`config.mk`:
```
export PLATFORM = sky130hd
export DESIGN_NAME = vote_session_ctrl
export DESIGN_NICKNAME = d
export VERILOG_FILES = /design/src/rtl/vote_session_ctrl.sv
export SDC_FILE = /design/constraint.sdc
export NUM_CORES = 1
export LEC_CHECK = 0
export BUFFER_PORTS_ARGS = -buffer_cell sky130_fd_sc_hd__buf_4
export CAP_MARGIN = 20
export CORE_ASPECT_RATIO = 1.1
export CORE_UTILIZATION = 34
export DETAILED_ROUTE_END_ITERATION = 10
export HOLD_SLACK_MARGIN = 0.12
export PLACE_DENSITY = 0.63
export SLEW_MARGIN = 0
export SYNTH_ARGS = -nofsm -noshare
export SYNTH_HDL_FRONTEND = slang
export SYNTH_SLANG_ARGS = --single-unit
export TNS_END_PERCENT = 100
```
`constraint.sdc`:
```
create_clock -name clk -period 6.4 [get_ports clk]
set_clock_uncertainty 0.2 [all_clocks]
set_input_delay 0.64 -clock clk [delete_from_list [all_inputs] [get_ports clk]]
set_output_delay 0.64 -clock clk [all_outputs]
set_load 0.02 [all_outputs]
```
`src/rtl/vote_session_ctrl.sv`:
```
// vote_session_ctrl: opens a timed five-voter ballot session, accepts one vote
// per voter, then freezes and presents the ballot until the next session.
module vote_session_ctrl #(
  parameter int unsigned WINDOW = 1000,
  parameter int unsigned CW     = 16
) (
  input  logic       clk,
  input  logic       rst_n,
  input  logic       start,
  input  logic [4:0] cast,
  input  logic [4:0] vote,
  output logic [4:0] comps,
  output logic [4:0] voted,
  output logic       busy,
  output logic       result_valid,
  output logic       done,
  output logic       timeout,
  output logic [2:0] yes_count,
  output logic       majority
);

  localparam int unsigned NV = 5;
  localparam logic [NV-1:0] ALL_VOTED = '1;

  typedef enum logic [1:0] {
    S_IDLE   = 2'd0,
    S_OPEN   = 2'd1,
    S_RESULT = 2'd2
  } state_t;

  state_t          state_q, state_d;
  logic [CW-1:0]   timer_q, timer_d;
  logic [NV-1:0]   ballot_q, ballot_d;
  logic [NV-1:0]   voted_q, voted_d;
  logic [NV-1:0]   comps_q, comps_d;
  logic [2:0]      yes_q, yes_d;
  logic            maj_q, maj_d;
  logic            timeout_q, timeout_d;
  logic            done_q, done_d;
  logic            busy_q, busy_d;
  logic            rv_q, rv_d;

  logic [NV-1:0]   accept;
  logic [NV-1:0]   final_voted;
  logic [NV-1:0]   final_ballot;
  logic [2:0]      final_yes;

  // Number of yes bits in a ballot.
  function automatic logic [2:0] popcnt5(input logic [NV-1:0] v);
    logic [2:0] s;
    s = '0;
    for (int unsigned i = 0; i < NV; i++) begin
      s = s + 3'(v[i]);
    end
    return s;
  endfunction

  // Next-state and registered-output logic.
  always_comb begin
    state_d      = state_q;
    timer_d      = timer_q;
    ballot_d     = ballot_q;
    voted_d      = voted_q;
    comps_d      = comps_q;
    yes_d        = yes_q;
    maj_d        = maj_q;
    timeout_d    = timeout_q;
    done_d       = 1'b0;
    accept       = '0;
    final_voted  = voted_q;
    final_ballot = ballot_q;
    final_yes    = '0;

    case (state_q)
      S_IDLE, S_RESULT: begin
        if (start) begin
          state_d   = S_OPEN;
          timer_d   = CW'(WINDOW - 1);
          ballot_d  = '0;
          voted_d   = '0;
          comps_d   = '0;
          yes_d     = '0;
          maj_d     = 1'b0;
          timeout_d = 1'b0;
        end
      end
      S_OPEN: begin
        // First vote per voter is final; later casts from that voter are dropped.
        accept       = cast & ~voted_q;
        final_voted  = voted_q | accept;
        final_ballot = (ballot_q & ~accept) | (vote & accept);
        final_yes    = popcnt5(final_ballot);
        voted_d      = final_voted;
        ballot_d     = final_ballot;
        if ((final_voted == ALL_VOTED) || (timer_q == '0)) begin
          state_d   = S_RESULT;
          comps_d   = final_ballot;
          yes_d     = final_yes;
          maj_d     = (final_yes >= 3'd3);
          done_d    = 1'b1;
          timeout_d = (timer_q == '0) && (final_voted != ALL_VOTED);
        end else begin
          timer_d = timer_q - CW'(1);
        end
      end
      default: begin
        state_d = S_IDLE;
      end
    endcase

    busy_d = (state_d == S_OPEN);
    rv_d   = (state_d == S_RESULT);
  end

  // State and output registers; reset discards any session in progress.
  always_ff @(posedge clk or negedge rst_n) begin
    if (!rst_n) begin
      state_q   <= S_IDLE;
      timer_q   <= '0;
      ballot_q  <= '0;
      voted_q   <= '0;
      comps_q   <= '0;
      yes_q     <= '0;
      maj_q     <= 1'b0;
      timeout_q <= 1'b0;
      done_q    <= 1'b0;
      busy_q    <= 1'b0;
      rv_q      <= 1'b0;
    end else begin
      state_q   <= state_d;
      timer_q   <= timer_d;
      ballot_q  <= ballot_d;
      voted_q   <= voted_d;
      comps_q   <= comps_d;
      yes_q     <= yes_d;
      maj_q     <= maj_d;
      timeout_q <= timeout_d;
      done_q    <= done_d;
      busy_q    <= busy_d;
      rv_q      <= rv_d;
    end
  end

  assign comps        = comps_q;
  assign voted        = voted_q;
  assign busy         = busy_q;
  assign result_valid = rv_q;
  assign done         = done_q;
  assign timeout      = timeout_q;
  assign yes_count    = yes_q;
  assign majority     = maj_q;

endmodule

```
==> results.sh, run 1 <==
export IMPL_outcome="complete, no violations"
export IMPL_dieArea_um2=6494
export IMPL_root_buffer="clkbuf_8"
export IMPL_rows=29
export IMPL_core_area_um2=5878
export IMPL_drv_cap=0
export IMPL_netlist_instances=207
export IMPL_post_route_period_util=0.4482
export IMPL_worstPathRequired_ps=6340
export IMPL_ys_seq_area_frac=0.4887
export IMPL_path_cells="buf_4 > nor2b_1 > mux2i_1 > inv_1 > fa_1 > inv_1 > fa_1 > inv_1 > ha_1 > nor3b_1 > o21ai_0 > mux2i_1"
export IMPL_cts_tree="built"
export IMPL_wl_per_cell_um=13.52
export IMPL_hp_class="input port to async pin"
export IMPL_fin_cells=314
export IMPL_gp_congestion=0.7816
export IMPL_antenna_left=0
export IMPL_io_buffers=30
export IMPL_tns_ps=0
export IMPL_cpMostUsedCell="inv_1"
export IMPL_hold_buffers=0
export IMPL_htree_levels=2
export IMPL_path_clk_slew_ps=80
export IMPL_viasPerCell=4.911
export IMPL_cpPeakStageDelay_ps=500
export IMPL_layout_nets=255
export IMPL_rr_endpoint="majority"
export IMPL_dp_hpwl_um=2998
export IMPL_power_frac_seq=0.367
export IMPL_grt_use_total=0.1469
export IMPL_combPwrFrac=0.453
export IMPL_finalCriticalPeriod_ps=2869
export IMPL_p_int_uw=608.7
export IMPL_post_place_ws_ps=3207
export IMPL_end_kind="flip-flop"
export IMPL_crit_slowest_cell="fa_1"
export IMPL_r2r_start="voted[1]"
export IMPL_crit_arrival_ps=2810
export IMPL_initial_core_util=0.3572
export IMPL_cp_start_kind="input port"
export IMPL_area_growth_pct=18.06
export IMPL_antenna_found_initial=0
export IMPL_reg2regPathDepth=11
export IMPL_drc=0
export IMPL_syn_area_um2=2100
export IMPL_synth_area_per_cell_um2=10.14
export IMPL_cts_resized_gates=0
export IMPL_synth_net_count=226
export IMPL_num_antenna_cells=0
export IMPL_critPathTopFamily="adder cells"
export IMPL_first_pass_iters=4
export IMPL_drt_wl_total_um=4246
export IMPL_r2r_slack_ps=3570
export IMPL_synthFlopType="dfrtp_1"
export IMPL_power_uw=1029
export IMPL_grt_max_degree=42
export IMPL_tightest_slew_ps=753.9
export IMPL_clkSinkCount=41
export IMPL_p_switching_uw=420.8
export IMPL_clk_insertion_delay_late_ps=290
export IMPL_ys_top_cells_by_area="dfrtp_1 (49%), mux2i_1 (7.6%), nand2_1 (5.7%)"
export IMPL_ys_ff_latch=41
export IMPL_setup_slack_ps=3531
export IMPL_synthDominantCellAreaShare=0.4887
export IMPL_slew_viol_final=0
export IMPL_crit_type="input port to flip-flop"
export IMPL_ios=31
export IMPL_cts_max_path_buffers=2
export IMPL_overflow=0
export IMPL_startpoint="cast[1]"
export IMPL_fill_cells=600
export IMPL_placed_cells=306
export IMPL_synthDistinctLibCells=45
export IMPL_drtIter0Drc=69
export IMPL_cts_setup_buffers=0
export IMPL_p_clk_frac=0.180
export IMPL_vias=1542
export IMPL_synth_edff_count=0
export IMPL_grt_pass1_wl_um=7383
export IMPL_grt_pass1_vias=1560
export IMPL_drive_gt1_frac=0.2194
export IMPL_rsz0062_at_grt="false"
export IMPL_synth_common_cells="dfrtp_1 (41), nand2_1 (32), nor2_1 (17)"
export IMPL_hold_ws_ps=113.5
export IMPL_vdd_drop_max_v=0.0001813
export IMPL_synth_top_cell_by_area="dfrtp_1"
export IMPL_yosysWarnings=0
export IMPL_critPathBufInv=4
export IMPL_max_slew_margin_rel=0.4974
export IMPL_cts_buffers=5
export IMPL_fmax_mhz=348.6
export IMPL_die_x_um=76.93
export IMPL_hold_viol_final=0
export IMPL_die_h_um=84.42
export IMPL_p_leak_uw=0.001181
export IMPL_setup_viol=0
export IMPL_synthArstFlopShare=1.000
export IMPL_cp_max_fo=3
export IMPL_p_per_area_nw_per_um2=415.3
export IMPL_swShare=0.4088
export IMPL_synth_most_common_cell="dfrtp_1"
kinds of logic (layout without fill, tap and decap cells):
logic type,Yosys count,after routing,share of synthesized area
flops,41,41,0.4887
mux,16,16,0.07628
xor+xnor,8,8,0.03337
buf+inv,19,49,0.04589
simple gates,88,88,0.2205
compound gates,29,29,0.09238
fa+ha+maj,6,6,0.04291
layout make-up:
type / count / area [um^2] / share of cell area
inverter: 8 / 30.03 / 0.01212
timing repair buffer: 33 / 247.7 / 0.09995
tap: 77 / 96.34 / 0.03887
multi-input combinational: 147 / 977.2 / 0.3942
sequential: 41 / 1026 / 0.4139
clock inverter: 1 / 5.005 / 0.002019
clock buffer: 7 / 96.34 / 0.03887
routing by layer:
metal	share of wire	global-route usage	wire length [um]
met2	0.51	0.2565	2147
met4	0.011	0.04720	45
met1	0.46	0.1783	1939
met5	0	0	0
met3	0.027	0.03370	114
per-stage QoR:
step	utilization	cell area (um^2)
after global placement	0.4044	2377
final	0.4217	2479
after CTS	0.4217	2479
after detailed placement	0.4044	2377
after global routing	0.4217	2479
after floorplan	-	2100
worst register-to-register path, delay by kind of cell (launching register included):
kind / cells / cell delay, ps
muxes: 2 / 300
and+or+nand+nor: 2 / 330
DFF: 1 / 410
buffers and inverters: 3 / 210
AOI/OAI and AO/OA: 1 / 130
adders and majority gates: 3 / 1110
flip-flops by register name, summed over array words and instances (netlist names), 2 cells and up:
register   count
voted          5
yes_count      3
comps          5
timer_q       16
state_q        2
ballot_q       5
how the worst max path moves through the flow:
| stage | endpoint | slack (ps) | depth (start not counted) |
|---|---|---|---|
| 2_1_floorplan | majority | 3500 | 11 |
| 3_3_place_gp | majority | 3280 | 12 |
| 3_5_place_dp | majority | 3210 | 12 |
| 4_1_cts | majority | 3510 | 12 |
| 5_1_grt | majority | 3440 | 12 |
| 6_report | majority | 3530 | 12 |
power groups by stage:
stage / combinational (uW) / clock, uW / sequential, uW
2_1_floorplan: 278 / 0 / 426
3_5_place_dp: 472 / 0 / 384
3_3_place_gp: 467 / 0 / 381
6_report: 466 / 186 / 378
5_1_grt: 521 / 204 / 388
4_1_cts: 473 / 193 / 379
cells in the final DEF (no fill, tap or decap), types with 2 or more instances in the layout:
cell	instances
a2111oi_0	2
or3_4	2
fa_1	2
xnor2_1	8
ha_1	4
nor2b_1	5
dfrtp_1	41
or3_1	2
mux2i_1	16
nor3_1	6
nand3_1	2
nand2b_1	8
nand2_1	32
nor4_1	3
inv_1	8
a21oi_1	9
clkbuf_8	7
o22ai_1	2
nor2_1	17
buf_4	33
o21ai_0	5
(Power assumes the default switching activity.)
==> inputs of run 2 (changes only) <==
==> constraint.sdc (replaced) <==
create_clock -name clk -period 2.9 [get_ports clk]
set_clock_uncertainty 0.2 [all_clocks]
set_input_delay 0.29 -clock clk [delete_from_list [all_inputs] [get_ports clk]]
set_output_delay 0.29 -clock clk [all_outputs]
set_load 0.02 [all_outputs]
==> run 2 against run 1 <==
Effect of this change: combinational power increased by 130%; via count rose by 2.1%; clock-buffer cell count did not move; non-clock buffer count grew 9; sequential share of layout area decreased by 1.7 points; largest power group unchanged; final cell count is 2.9% higher; register-to-register slack lost 3400 ps; global-route usage fell by 0.12 points; first-iteration DRC count increased by 90%; routed wire length is 3.7% higher.
==> results.sh, run 2 (same netlist as run 1, synthesis figures left out) <==
export IMPL_path_cells="nor2b_2 > mux2i_1 > inv_1 > fa_1 > inv_1 > fa_2 > inv_2 > ha_1 > nor3b_1 > o21ai_0 > mux2i_1"
export IMPL_path_clk_slew_ps=80
export IMPL_rows=29
export IMPL_grt_use_total=0.1457
export IMPL_critPathTopFamily="adder cells"
export IMPL_p_int_uw=1430
export IMPL_crit_arrival_ps=2690
export IMPL_drive_gt1_frac=0.2276
export IMPL_clk_insertion_delay_late_ps=290
export IMPL_rsz0062_at_grt="false"
export IMPL_wl_met2_um=2113
export IMPL_tns_ps=0
export IMPL_antenna_found_initial=0
export IMPL_post_route_period_util=0.9465
export IMPL_swShare=0.3979
export IMPL_crit_type="flip-flop to flip-flop"
export IMPL_p_clk_frac=0.201
export IMPL_layout_nets=264
export IMPL_ios=31
export IMPL_cts_tree="built"
export IMPL_final_common_cell="dfrtp_1"
export IMPL_initial_core_util=0.3572
export IMPL_wl_per_cell_um=13.63
export IMPL_final_cell_mix="dfrtp_1 (41), buf_4 (35), nand2_1 (32)"
export IMPL_die_h_um=84.42
export IMPL_wl_met1_um=2087
export IMPL_core_area_um2=5878
export IMPL_overflow=0
export IMPL_seq_area_um2=1026
export IMPL_p_per_area_nw_per_um2=919.0
export IMPL_die_x_um=76.93
export IMPL_outcome="complete, no violations"
export IMPL_grt_pass1_wl_um=7314
export IMPL_grt_max_degree=42
export IMPL_drc=0
export IMPL_vias=1575
export IMPL_num_antenna_cells=0
export IMPL_first_pass_iters=4
export IMPL_worstPathRequired_ps=2850
export IMPL_multiInputGateArea_um2=982.2
export IMPL_post_place_ws_ps=52.88
export IMPL_gp_congestion=0.7903
export IMPL_cts_max_path_buffers=2
export IMPL_hp_class="input port to flip-flop"
export IMPL_viasPerCell=4.876
export IMPL_setup_slack_ps=155.2
export IMPL_htree_levels=2
export IMPL_tightest_slew_ps=769.2
export IMPL_slew_viol_final=0
export IMPL_regMostFlops="timer_q"
export IMPL_antenna_left=0
export IMPL_setup_viol=0
export IMPL_hold_viol_final=0
export IMPL_critPathBufInv=3
export IMPL_dp_hpwl_um=3004
export IMPL_p_switching_uw=944.9
export IMPL_power_frac_seq=0.349
export IMPL_placed_cells=307
export IMPL_routed_wl_met3_um=123
export IMPL_area_growth_pct=23.06
export IMPL_cp_start_kind="flip-flop"
export IMPL_max_slew_margin_rel=0.4871
export IMPL_fill_cells=589
export IMPL_p_leak_uw=0.001224
export IMPL_routed_top_layer="met4"
export IMPL_crit_slowest_cell="fa_1"
export IMPL_cpPeakStageDelay_ps=500
export IMPL_cts_buffers=5
export IMPL_largest_reg_flops=16
export IMPL_final_util=0.4395
export IMPL_combPwrFrac=0.450
export IMPL_fmax_mhz=364.3
export IMPL_r2r_slack_ps=160
export IMPL_cp_max_fo=4
export IMPL_drtIter0Drc=131
export IMPL_finalCriticalPeriod_ps=2745
export IMPL_vdd_drop_max_v=0.0004041
export IMPL_drv_cap=0
export IMPL_end_kind="flip-flop"
export IMPL_drt_wl_total_um=4401
export IMPL_root_buffer="clkbuf_8"
export IMPL_dieArea_um2=6494
export IMPL_grt_pass1_vias=1560
export IMPL_io_buffers=30
export IMPL_fin_cells=323
export IMPL_clkSinkCount=41
==> run 2: path summary, 6_finish.rpt <==
kind,cells past startpoint,start,end
setup reg to reg,11,voted[1],majority
hold / removal,5,vote[0],ballot_q[0]
min in group asynchronous,2,rst_n,timer_q[14]
setup / recovery,11,voted[1],majority
max in group asynchronous,2,rst_n,done
hold reg to reg,2,ballot_q[0],ballot_q[0]
==> run 2: area by class of cell <==
| class | count | area share |
|---|---|---|
| clock buffer | 7 | 0.03341 |
| timing repair buffer | 42 | 0.1288 |
| multi-input combinational | 147 | 0.3801 |
| tap | 77 | 0.03729 |
| sequential | 41 | 0.3971 |
| clock inverter | 1 | 0.01162 |
| inverter | 8 | 0.01162 |
==> run 2: power groups by stage <==
stage	Combinational (uW)	Sequential [uW]	Clock [uW]
3_5_place_dp	1050	842	0
5_1_grt	1180	849	512
4_1_cts	1060	831	492
6_report	1070	828	478
2_1_floorplan	614	940	0
3_3_place_gp	1030	837	0
==> run 2: timing repair <==
item	in CTS	in global routing
endpoints found under the hold margin	48	0
resized for setup	0	3
endpoints found under the setup margin	0	1
hold buffers	7	0
setup buffers	0	1
==> run 2: stage by stage <==
| step | power, uW | instance area [um^2] | hold WS, ps |
|---|---|---|---|
| final | 2374 | 2584 | 187.7 |
| after global routing | 2541 | 2584 | 211.6 |
| after CTS | 2380 | 2571 | 173.9 |
| after detailed placement | 1888 | 2385 | 111.5 |
| after global placement | 1870 | 2385 | 106.7 |
| after floorplan | 1554 | 2100 | -205.6 |
==> run 2: tightest hold or removal path, delay by kind of cell <==
family	cells	cell delay, ps
buf+inv	2	160
mux	1	50
simple gates	2	150
==> run 2: routing by layer <==
metal,up-vias,GRT usage
li1,782,-
met1,763,0.1844
met2,24,0.2386
met3,6,0.03261
met4,0,0.06294
met5,-,0
==> inputs of run 3 (changes only) <==
--- a/config.mk
+++ b/config.mk
@@ -9,9 +9,10 @@
 export CAP_MARGIN = 20
 export CORE_ASPECT_RATIO = 1.1
 export CORE_UTILIZATION = 34
+export CTS_BUF_LIST = sky130_fd_sc_hd__clkbuf_16
 export DETAILED_ROUTE_END_ITERATION = 10
 export HOLD_SLACK_MARGIN = 0.12
-export PLACE_DENSITY = 0.63
+export PLACE_DENSITY_LB_ADDON = 0.1
 export SLEW_MARGIN = 0
 export SYNTH_ARGS = -nofsm -noshare
 export SYNTH_HDL_FRONTEND = slang
==> run 3 against run 2 <==
Effect of this change: via count decreased by 2.3%; sequential power about the same; first-iteration DRC count decreased by 47%; global-route usage increased by 0.83 points; critical path depth unchanged; die area unchanged; worst hold slack improved by 12 ps; register-to-register slack about the same; setup slack improved by 4.9 ps; flip-flop and latch count unchanged; critical path type unchanged.
==> results.sh, run 3 (same netlist as run 1, synthesis figures left out) <==
export IMPL_outcome="complete, no violations"
export IMPL_seq_area_um2=1026
export IMPL_antenna_left=0
export IMPL_grt_pass1_wl_um=7790
export IMPL_root_buffer="clkbuf_16"
export IMPL_dp_hpwl_um=3072
export IMPL_p_int_uw=1489
export IMPL_end_kind="flip-flop"
export IMPL_ios=31
export IMPL_core_area_um2=5878
export IMPL_fmax_mhz=365.0
export IMPL_cts_tree="built"
export IMPL_cpPeakStageDelay_ps=550
export IMPL_die_x_um=76.93
export IMPL_hold_viol_final=0
export IMPL_drv_cap=0
export IMPL_drc=0
export IMPL_largest_reg_flops=16
export IMPL_fill_cells=585
export IMPL_clkSinkCount=41
export IMPL_crit_type="flip-flop to flip-flop"
export IMPL_first_pass_iters=4
export IMPL_layout_nets=267
export IMPL_setup_viol=0
export IMPL_post_route_period_util=0.9448
export IMPL_p_clk_frac=0.210
export IMPL_critPathTopFamily="adder cells"
export IMPL_grt_use_total=0.1541
export IMPL_io_buffers=30
export IMPL_power_frac_seq=0.339
export IMPL_num_antenna_cells=0
export IMPL_finalCriticalPeriod_ps=2740
export IMPL_multiInputGateArea_um2=989.7
export IMPL_drtIter0Drc=70
export IMPL_drt_wl_total_um=4419
export IMPL_p_per_area_nw_per_um2=929.8
export IMPL_drive_gt1_frac=0.2329
export IMPL_clk_insertion_delay_late_ps=280
export IMPL_dieArea_um2=6494
export IMPL_area_growth_pct=25.45
export IMPL_max_slew_margin_rel=0.5117
export IMPL_swShare=0.3920
export IMPL_vdd_drop_max_v=0.0005023
export IMPL_die_h_um=84.42
export IMPL_worstPathRequired_ps=2830
export IMPL_overflow=0
export IMPL_final_common_cell="dfrtp_1"
export IMPL_hold_ws_ps=199.8
export IMPL_cp_start_kind="flip-flop"
export IMPL_p_leak_uw=0.001263
export IMPL_fin_cells=326
export IMPL_gp_congestion=0.7157
export IMPL_crit_slowest_cell="fa_1"
export IMPL_crit_arrival_ps=2670
export IMPL_hp_class="input port to flip-flop"
export IMPL_combPwrFrac=0.450
export IMPL_antenna_found_initial=0
export IMPL_cts_max_path_buffers=2
export IMPL_final_cell_mix="dfrtp_1 (41), buf_4 (38), nand2_1 (32)"
export IMPL_grt_max_degree=42
export IMPL_path_cells="nand2b_4 > mux2i_1 > inv_1 > fa_1 > inv_1 > fa_2 > inv_2 > ha_1 > nor3b_1 > o21ai_1 > mux2i_1"
export IMPL_rows=29
export IMPL_slew_viol_final=0
export IMPL_viasPerCell=4.718
export IMPL_p_switching_uw=960.0
export IMPL_tns_ps=0
export IMPL_cts_buffers=5
export IMPL_htree_levels=2
export IMPL_path_clk_slew_ps=60
export IMPL_cp_max_fo=4
export IMPL_vias=1538
export IMPL_regMostFlops="timer_q"
export IMPL_wl_per_cell_um=13.56
export IMPL_rsz0062_at_grt="false"
export IMPL_critPathBufInv=3
export IMPL_tightest_slew_ps=732.3
export IMPL_placed_cells=308
export IMPL_grt_pass1_vias=1579
export IMPL_initial_core_util=0.3572
## run 3: changes by cell type in the layout (fill, tap and decap cells not counted), sizes merged
| cell | previous run | this run |
|---|---|---|
| buf | 35 | 38 |
| inv | 8 | 11 |
| clkbuf | 7 | 5 |
| bufinv | 1 | 0 |
## run 3: tightest hold or removal path, stage by stage
cell     delay, ps
buf_4           70
mux2i_1         50
inv_1           90
nand2_1         80
nand2_1         60
## run 3: timing repair
| item | 4_1_cts | 5_1_grt |
|---|---|---|
| endpoints found under the hold margin | 48 | 0 |
| resized for setup | 0 | 5 |
| hold buffers | 7 | 0 |
| buffers inserted | 0 | 3 |
| endpoints found under the setup margin | 0 | 1 |
## run 3: routing by layer
layer,global-route usage,wire [um],up-vias
li1,-,-,783
met2,0.2346,1920,26
met1,0.2134,2260,722
met4,0.05245,65,0
met3,0.03804,172,7
met5,0,0,-
## run 3: layout make-up
| class | count | area share |
|---|---|---|
| clock buffer | 5 | 0.04751 |
| clock inverter | 3 | 0.004276 |
| inverter | 8 | 0.01140 |
| multi-input combinational | 147 | 0.3758 |
| sequential | 41 | 0.3895 |
| tap | 77 | 0.03658 |
| timing repair buffer | 45 | 0.1349 |
## run 3: per-stage QoR
step                total power [uW]    util  area (um^2)  setup slack, ps
CTS                             2431  0.4421         2599            49.64
global placement                1894  0.4070         2392            113.4
global route                    2656  0.4481         2634            20.17
floorplan                       1554       -         2100            153.6
detailed placement              1901  0.4070         2392            52.29
finish                          2449  0.4481         2634            160.1
## run 3: final timing paths
| kind | start | end | slack, ps | cells after the start |
|---|---|---|---|---|
| min in group asynchronous | rst_n | timer_q[0] | 330 | 2 |
| hold / removal | vote[0] | ballot_q[0] | 200 | 5 |
| max in group asynchronous | rst_n | comps[4] | 1800 | 2 |
| setup / recovery | voted[3] | majority | 160 | 11 |
| hold reg to reg | ballot_q[4] | ballot_q[4] | 280 | 2 |
| setup reg to reg | voted[3] | majority | 160 | 11 |
## run 3: power groups by stage
| stage | Clock, uW | Combinational [uW] | Sequential [uW] |
|---|---|---|---|
| after floorplan | 0 | 614 | 940 |
| after global placement | 0 | 1050 | 840 |
| after detailed placement | 0 | 1060 | 846 |
| after CTS | 531 | 1060 | 836 |
| after global routing | 558 | 1240 | 855 |
| final | 515 | 1100 | 831 |
